===== config.mk =====
export PLATFORM = sky130hd
export DESIGN_NAME = branch_resolve_queue
export DESIGN_NICKNAME = d
export VERILOG_FILES = /design/src/rtl/bp_pkg.sv /design/src/rtl/bq_fifo.sv /design/src/rtl/branch_resolve_queue.sv
export SDC_FILE = /design/constraint.sdc
export NUM_CORES = 1
export LEC_CHECK = 0
export CAP_MARGIN = 20
export CORE_UTILIZATION = 35
export CTS_BUF_LIST = sky130_fd_sc_hd__clkbuf_8
export DETAILED_ROUTE_END_ITERATION = 10
export PLACE_DENSITY = 0.53
export SYNTH_ARGS = -nofsm -noshare
export SYNTH_HDL_FRONTEND = slang
export SYNTH_SLANG_ARGS = --single-unit

===== constraint.sdc =====
create_clock -name clk -period 2.6 [get_ports clk]
set_input_delay 0.26 -clock clk [delete_from_list [all_inputs] [get_ports clk]]
set_output_delay 0.26 -clock clk [all_outputs]
set_load 0.01 [all_outputs]

===== src/rtl/bp_pkg.sv =====
// Shared types for the branch predictor: the history-table geometry and the
// record kept for every in-flight predicted branch.
package bp_pkg;

  localparam int HISTORY_WIDTH = 3;
  localparam int PC_WIDTH      = 10;

  typedef logic [1:0] rec_t;

  typedef struct packed {
    logic [HISTORY_WIDTH-1:0] idx;
    rec_t                     rec;
    logic [PC_WIDTH-1:0]      target;
    logic [PC_WIDTH-1:0]      fall;
  } bq_entry_t;

  // The counter's upper bit is the direction the table predicted.
  function automatic logic pred_taken(rec_t r);
    return r[1];
  endfunction

endpackage


===== src/rtl/bq_fifo.sv =====
// Circular buffer of branch records. Head is the oldest entry and is always
// visible; clear drops every entry and wins over push/pop in the same cycle.
module bq_fifo
  import bp_pkg::*;
#(
  parameter int DEPTH = 4
) (
  input  logic                       clk,
  input  logic                       rst,
  input  logic                       push,
  input  logic                       pop,
  input  logic                       clear,
  input  bq_entry_t                  din,
  output logic                       full,
  output logic                       empty,
  output logic [$clog2(DEPTH):0]     count,
  output bq_entry_t                  head
);

  localparam int PW = $clog2(DEPTH);
  localparam int CW = PW + 1;

  bq_entry_t        mem [DEPTH];
  logic [PW-1:0]    head_ptr;
  logic [PW-1:0]    tail_ptr;
  logic [CW-1:0]    cnt;

  // Pointers wrap naturally because DEPTH is a power of two.
  always_ff @(posedge clk) begin
    if (rst || clear) begin
      head_ptr <= '0;
      tail_ptr <= '0;
      cnt      <= '0;
    end else begin
      if (push) tail_ptr <= tail_ptr + 1'b1;
      if (pop)  head_ptr <= head_ptr + 1'b1;
      cnt <= cnt + CW'(push) - CW'(pop);
    end
  end

  always_ff @(posedge clk) begin
    if (push) mem[tail_ptr] <= din;
  end

  assign full  = (cnt == CW'(DEPTH));
  assign empty = (cnt == '0);
  assign count = cnt;
  assign head  = mem[head_ptr];

endmodule


===== src/rtl/branch_resolve_queue.sv =====
// Tracks predicted branches in fetch order, turns each resolution of the oldest
// one into a history-table update, and redirects fetch on a misprediction.
module branch_resolve_queue #(
  parameter int HISTORY_WIDTH = bp_pkg::HISTORY_WIDTH,
  parameter int DEPTH         = 4,
  parameter int PC_WIDTH      = bp_pkg::PC_WIDTH
) (
  input  logic                     clk,
  input  logic                     rst,
  input  logic                     push,
  input  logic [HISTORY_WIDTH-1:0] push_idx,
  input  logic [1:0]               push_rec,
  input  logic [PC_WIDTH-1:0]      push_target,
  input  logic [PC_WIDTH-1:0]      push_fall,
  input  logic                     resolve,
  input  logic                     resolve_taken,
  input  logic                     flush,
  output logic                     full,
  output logic                     empty,
  output logic [$clog2(DEPTH):0]   count,
  output logic                     upd,
  output logic [HISTORY_WIDTH-1:0] upd_addr,
  output logic                     upd_taken,
  output logic                     mispredict,
  output logic [PC_WIDTH-1:0]      redirect_pc,
  output logic                     err
);

  import bp_pkg::*;

  bq_entry_t push_entry;
  bq_entry_t head_entry;
  logic      fifo_full;
  logic      fifo_empty;
  logic      do_resolve;
  logic      wrong;
  logic      fifo_clear;
  logic      fifo_push;

  assign push_entry = '{idx: push_idx, rec: push_rec, target: push_target, fall: push_fall};

  // A mispredict squashes everything younger, including a same-cycle push.
  assign do_resolve = resolve && !fifo_empty;
  assign wrong      = do_resolve && (pred_taken(head_entry.rec) != resolve_taken);
  assign fifo_clear = flush || wrong;
  assign fifo_push  = push && (!fifo_full || do_resolve) && !fifo_clear;

  bq_fifo #(.DEPTH(DEPTH)) u_fifo (
    .clk   (clk),
    .rst   (rst),
    .push  (fifo_push),
    .pop   (do_resolve),
    .clear (fifo_clear),
    .din   (push_entry),
    .full  (fifo_full),
    .empty (fifo_empty),
    .count (count),
    .head  (head_entry)
  );

  assign full  = fifo_full;
  assign empty = fifo_empty;

  // Update address/direction and redirect PC hold their last value between pulses.
  always_ff @(posedge clk) begin
    if (rst) begin
      upd         <= 1'b0;
      upd_addr    <= '0;
      upd_taken   <= 1'b0;
      mispredict  <= 1'b0;
      redirect_pc <= '0;
      err         <= 1'b0;
    end else begin
      upd        <= do_resolve;
      mispredict <= wrong;
      if (do_resolve) begin
        upd_addr  <= head_entry.idx;
        upd_taken <= resolve_taken;
      end
      if (wrong)
        redirect_pc <= resolve_taken ? head_entry.target : head_entry.fall;
      if ((push && fifo_full && !do_resolve) || (resolve && fifo_empty))
        err <= 1'b1;
    end
  end

endmodule


==> impl_summary.log <==
INFO  metric grt_pass1_vias = 2678
INFO  metric cap_viol_max_count = 0
INFO  metric comb_power_share = 0.084
INFO  metric setup.worst_path.end_class = flop
INFO  metric hp-start = upd_addr[1]$_SDFFE_PP0P_
INFO  metric p_int = 3260 uW
INFO  metric fin_nets = 372
INFO  metric globalRouteMet3Util = 0.0446
INFO  metric routed_via_density = 4.74
INFO  metric final_layout_size_suffix_gt1_frac = 0.242
INFO  metric cts.path.max_buffers = 2
INFO  metric drt_first_iter_violations = 97
INFO  metric groute.usage.overall = 0.148
INFO  metric worst-path-max-fanout = 2
INFO  metric rsz0062_at_grt = no
INFO  metric placed_cell_area = 0.00552 sq mm
INFO  metric hold_class = reg -> reg
INFO  metric dominantRegCellSynth = edfxtp_1
INFO  metric grt.overflow.total = 0
INFO  metric synth.lib_cells_used.distinct = 30
INFO  metric floorplan.rows = 42
INFO  metric postRouteWirelength = 9150 microns
INFO  metric antenna_found_initial = 0
INFO  metric fin_worst_skew = 0.00795 ns
INFO  metric switchingPower = 910 uW
INFO  metric drtPass1Iterations = 4
INFO  metric syn_inst = 263
INFO  metric critical_path.startpoint_type = flop
INFO  metric maxSlewHeadroom = 0.627
INFO  metric synth-seq-area-share = 0.723
INFO  metric cp.arrival = 2.71 ns
INFO  metric synth_area = 0.00471 sq mm
INFO  metric power.static_leakage = 0.00189 uW
INFO  metric finalWorstPathRequiredPeriod = 2.42 ns
INFO  metric die_w = 118 microns
INFO  metric antenna_violating_nets_post_route = 0
INFO  metric seq_cells_post_synth = 122
INFO  metric initial_utilization = 0.357
INFO  metric fin_total_pwr = 4170 uW
INFO  metric cts_htree_levels = 4
INFO  metric outcome = finished clean
INFO  metric synth_largest_type_area_fraction = 0.612
INFO  metric hold-path-cell-count = 2
INFO  metric global_route_wire_length_before_repair = 14900 microns
INFO  metric synth.most_common_cell = edfxtp_1
INFO  metric worst_pin_slew = 0.557 ns
INFO  metric kind_of_critical_path = reg -> reg
INFO  metric synthArstFlopShare = 0
INFO  metric globalRouteMet2Util = 0.233
INFO  metric switching_share = 0.218
INFO  metric setup-tns-final = 0 ns
INFO  metric drc = 0
INFO  metric post_cts_clock_slew_at_the_launch_and_capture_registers_of_the_worst_setup_and_hold_paths = 0.07 ns
INFO  metric numClockSinks = 122
INFO  metric numPortBuffers = 51
INFO  metric wl_per_cell = 17.5 microns
INFO  metric synth-edff-count = 96
INFO  metric fp.coreArea = 0.0132 sq mm
INFO  metric io_pins = 53
INFO  metric cts_hold_buffers = 0
INFO  metric grt_util_met1 = 0.186
INFO  metric ir_drop = 0.371 mV
INFO  metric reg2reg_setup_slack = 0.18 ns
INFO  metric power.share.sequential = 0.521
INFO  metric postSynthAreaPerCell = 17.9 sq um
INFO  metric grt_max_degree = 25
INFO  metric gp_routability_congestion = 0.729
INFO  metric synth_area_leaders = edfxtp_1, mux4_2, dfxtp_1
INFO  metric power.density_cell_area = 705 mW/mm^2
INFO  metric drv_slew = 0
INFO  metric final_cycle_share = 0.930
INFO  metric dpl.hpwl = 5480 microns
INFO  metric regToRegEndpoint = u_fifo.count[2]$_SDFF_PP0_
INFO  metric crit_required = 2.90 ns
INFO  metric synth.cells.most_frequent = edfxtp_1, dfxtp_1, mux4_2, a21oi_1, o21ai_0
INFO  metric antennaDiodeCount = 0
INFO  metric syn-num-nets = 301
INFO  metric fin_area = 0.00592 sq mm
INFO  metric r2r_cells = 9
INFO  metric clock_power_share = 0.396
INFO  metric via_count = 2478
INFO  metric worst_skew_pair.late_latency = 0.43 ns
INFO  metric synth.yosys.warnings = 0
INFO  metric tritoncts = done
INFO  metric maxClockFrequency = 0.414 GHz
INFO  metric synth_largest_area_cell = edfxtp_1
INFO  metric finalSetupViolations = 0
INFO  metric timing.hold.worst_endpoint = upd_addr[1]$_SDFFE_PP0P_
INFO  metric global_route.peak_usage_layer = met2
INFO  metric tritoncts.num_buffers = 17
INFO  metric finalHoldViolations = 0
INFO  metric area.growth.synth_to_final = 25.8%
INFO  metric ctsRootBufferMaster = clkbuf_8
INFO  metric chipHeight = 118 microns
INFO  metric fp.dieArea = 0.0139 sq mm
## registers in the layout (all words and copies together) (netlist names), named ones only
| name | count |
|---|---|
| upd_addr | 3 |
| u_fifo.count | 3 |
| mispredict | 1 |
| upd | 1 |
| u_fifo.tail_ptr | 2 |
| u_fifo.head_ptr | 2 |
| upd_taken | 1 |
| redirect_pc | 10 |
| u_fifo.mem | 96 |
| err | 1 |
## worst max-delay path, cell delays in order, from the launching register on
cell      delay (ns)
dfxtp_1         0.35
mux4_2          0.54
xor2_1          0.20
a211oi_4        0.24
ha_1            0.17
inv_1           0.04
fa_1            0.37
xnor2_1         0.17
xnor2_1         0.14
nor3_1          0.06
## repair_timing
| action | in CTS | in global routing |
|---|---|---|
| resized for setup | 0 | 0 |
| buffers inserted | 0 | 1 |
| endpoints found under the setup margin | 0 | 1 |
## kinds of logic (layout without fill, tap and decap cells)
group / after synthesis / count (layout) / synth area share
simple gates: 41 / 41 / 0.0439
compound gates: 28 / 28 / 0.0354
buf+inv: 23 / 107 / 0.0237
fa+ha+maj: 7 / 7 / 0.0202
mux: 35 / 35 / 0.141
xor+xnor: 7 / 7 / 0.0130
flops: 122 / 122 / 0.723
## cell usage in the layout, fill, tap and decap left out, types with 2 or more instances in the layout
cell	netlist	final
inv_1	7	7
dfxtp_1	26	26
clkdlybuf4s50_1	0	51
edfxtp_1	96	96
clkbuf_8	0	17
and2_1	4	4
nand2_1	9	9
bufinv_16	0	3
clkinv_1	1	3
nor3_1	9	9
mux2_2	10	10
xnor2_1	5	5
nor2_1	4	4
ha_1	6	6
buf_12	0	4
o21ai_0	11	11
clkinv_2	0	6
clkinvlp_4	0	3
xor2_1	2	2
a21oi_1	15	15
nand3_1	10	10
mux4_2	24	24
buf_4	3	12
## power groups by stage
stage | Clock (uW) | Combinational [uW] | Sequential (uW)
2_1_floorplan | 0 | 174 | 2220
3_3_place_gp | 0 | 351 | 2210
3_5_place_dp | 0 | 354 | 2220
4_1_cts | 1690 | 356 | 2170
5_1_grt | 1780 | 385 | 2180
6_report | 1650 | 349 | 2170
## layout make-up
class                   instances  area (sq um)
fillers                      1174          7270
flip-flops and latches        122          3400
multi-input cells             118          1190
repair buffers                 67           681
clock buffers                  17           234
well taps                     176           220
clock inverters                15           158
inverters                       8          31.3
## stage by stage
| stage | util | hold slack (ns) | cells | worst slack, ns |
|---|---|---|---|---|
| global placement | 0.419 | 0.446 | 490 | 0.120 |
| floorplan | - | 0.359 | 263 | 0.0418 |
| detailed placement | 0.419 | 0.453 | 490 | 0.0760 |
| global route | 0.449 | 0.449 | 523 | 0.0180 |
| finish | 0.449 | 0.461 | 523 | 0.183 |
| CTS | 0.448 | 0.439 | 522 | 0.0643 |
## per-layer routing
layer | part of all wire | up-vias | routed length (microns)
li1 | - | 1158 | -
met1 | 0.46 | 1243 | 4180
met3 | 0.040 | 16 | 370
met2 | 0.48 | 61 | 4430
met4 | 0.017 | 0 | 160
met5 | 0 | - | 0
## how the worst max path moves through the flow
stage                          startpoint                    endpoint  slack (ns)
3_5_place_dp                         flop  u_fifo.count[2]$_SDFF_PP0_        0.08
6_report                             flop  u_fifo.count[2]$_SDFF_PP0_        0.18
5_1_grt                              flop  u_fifo.count[2]$_SDFF_PP0_        0.02
2_1_floorplan  u_fifo.count[0]$_SDFF_PP0_  u_fifo.count[2]$_SDFF_PP0_        0.04
3_3_place_gp                         flop  u_fifo.count[2]$_SDFF_PP0_        0.12
4_1_cts                              flop  u_fifo.count[2]$_SDFF_PP0_        0.06
Note: power is estimated with default switching activity, not from simulation.
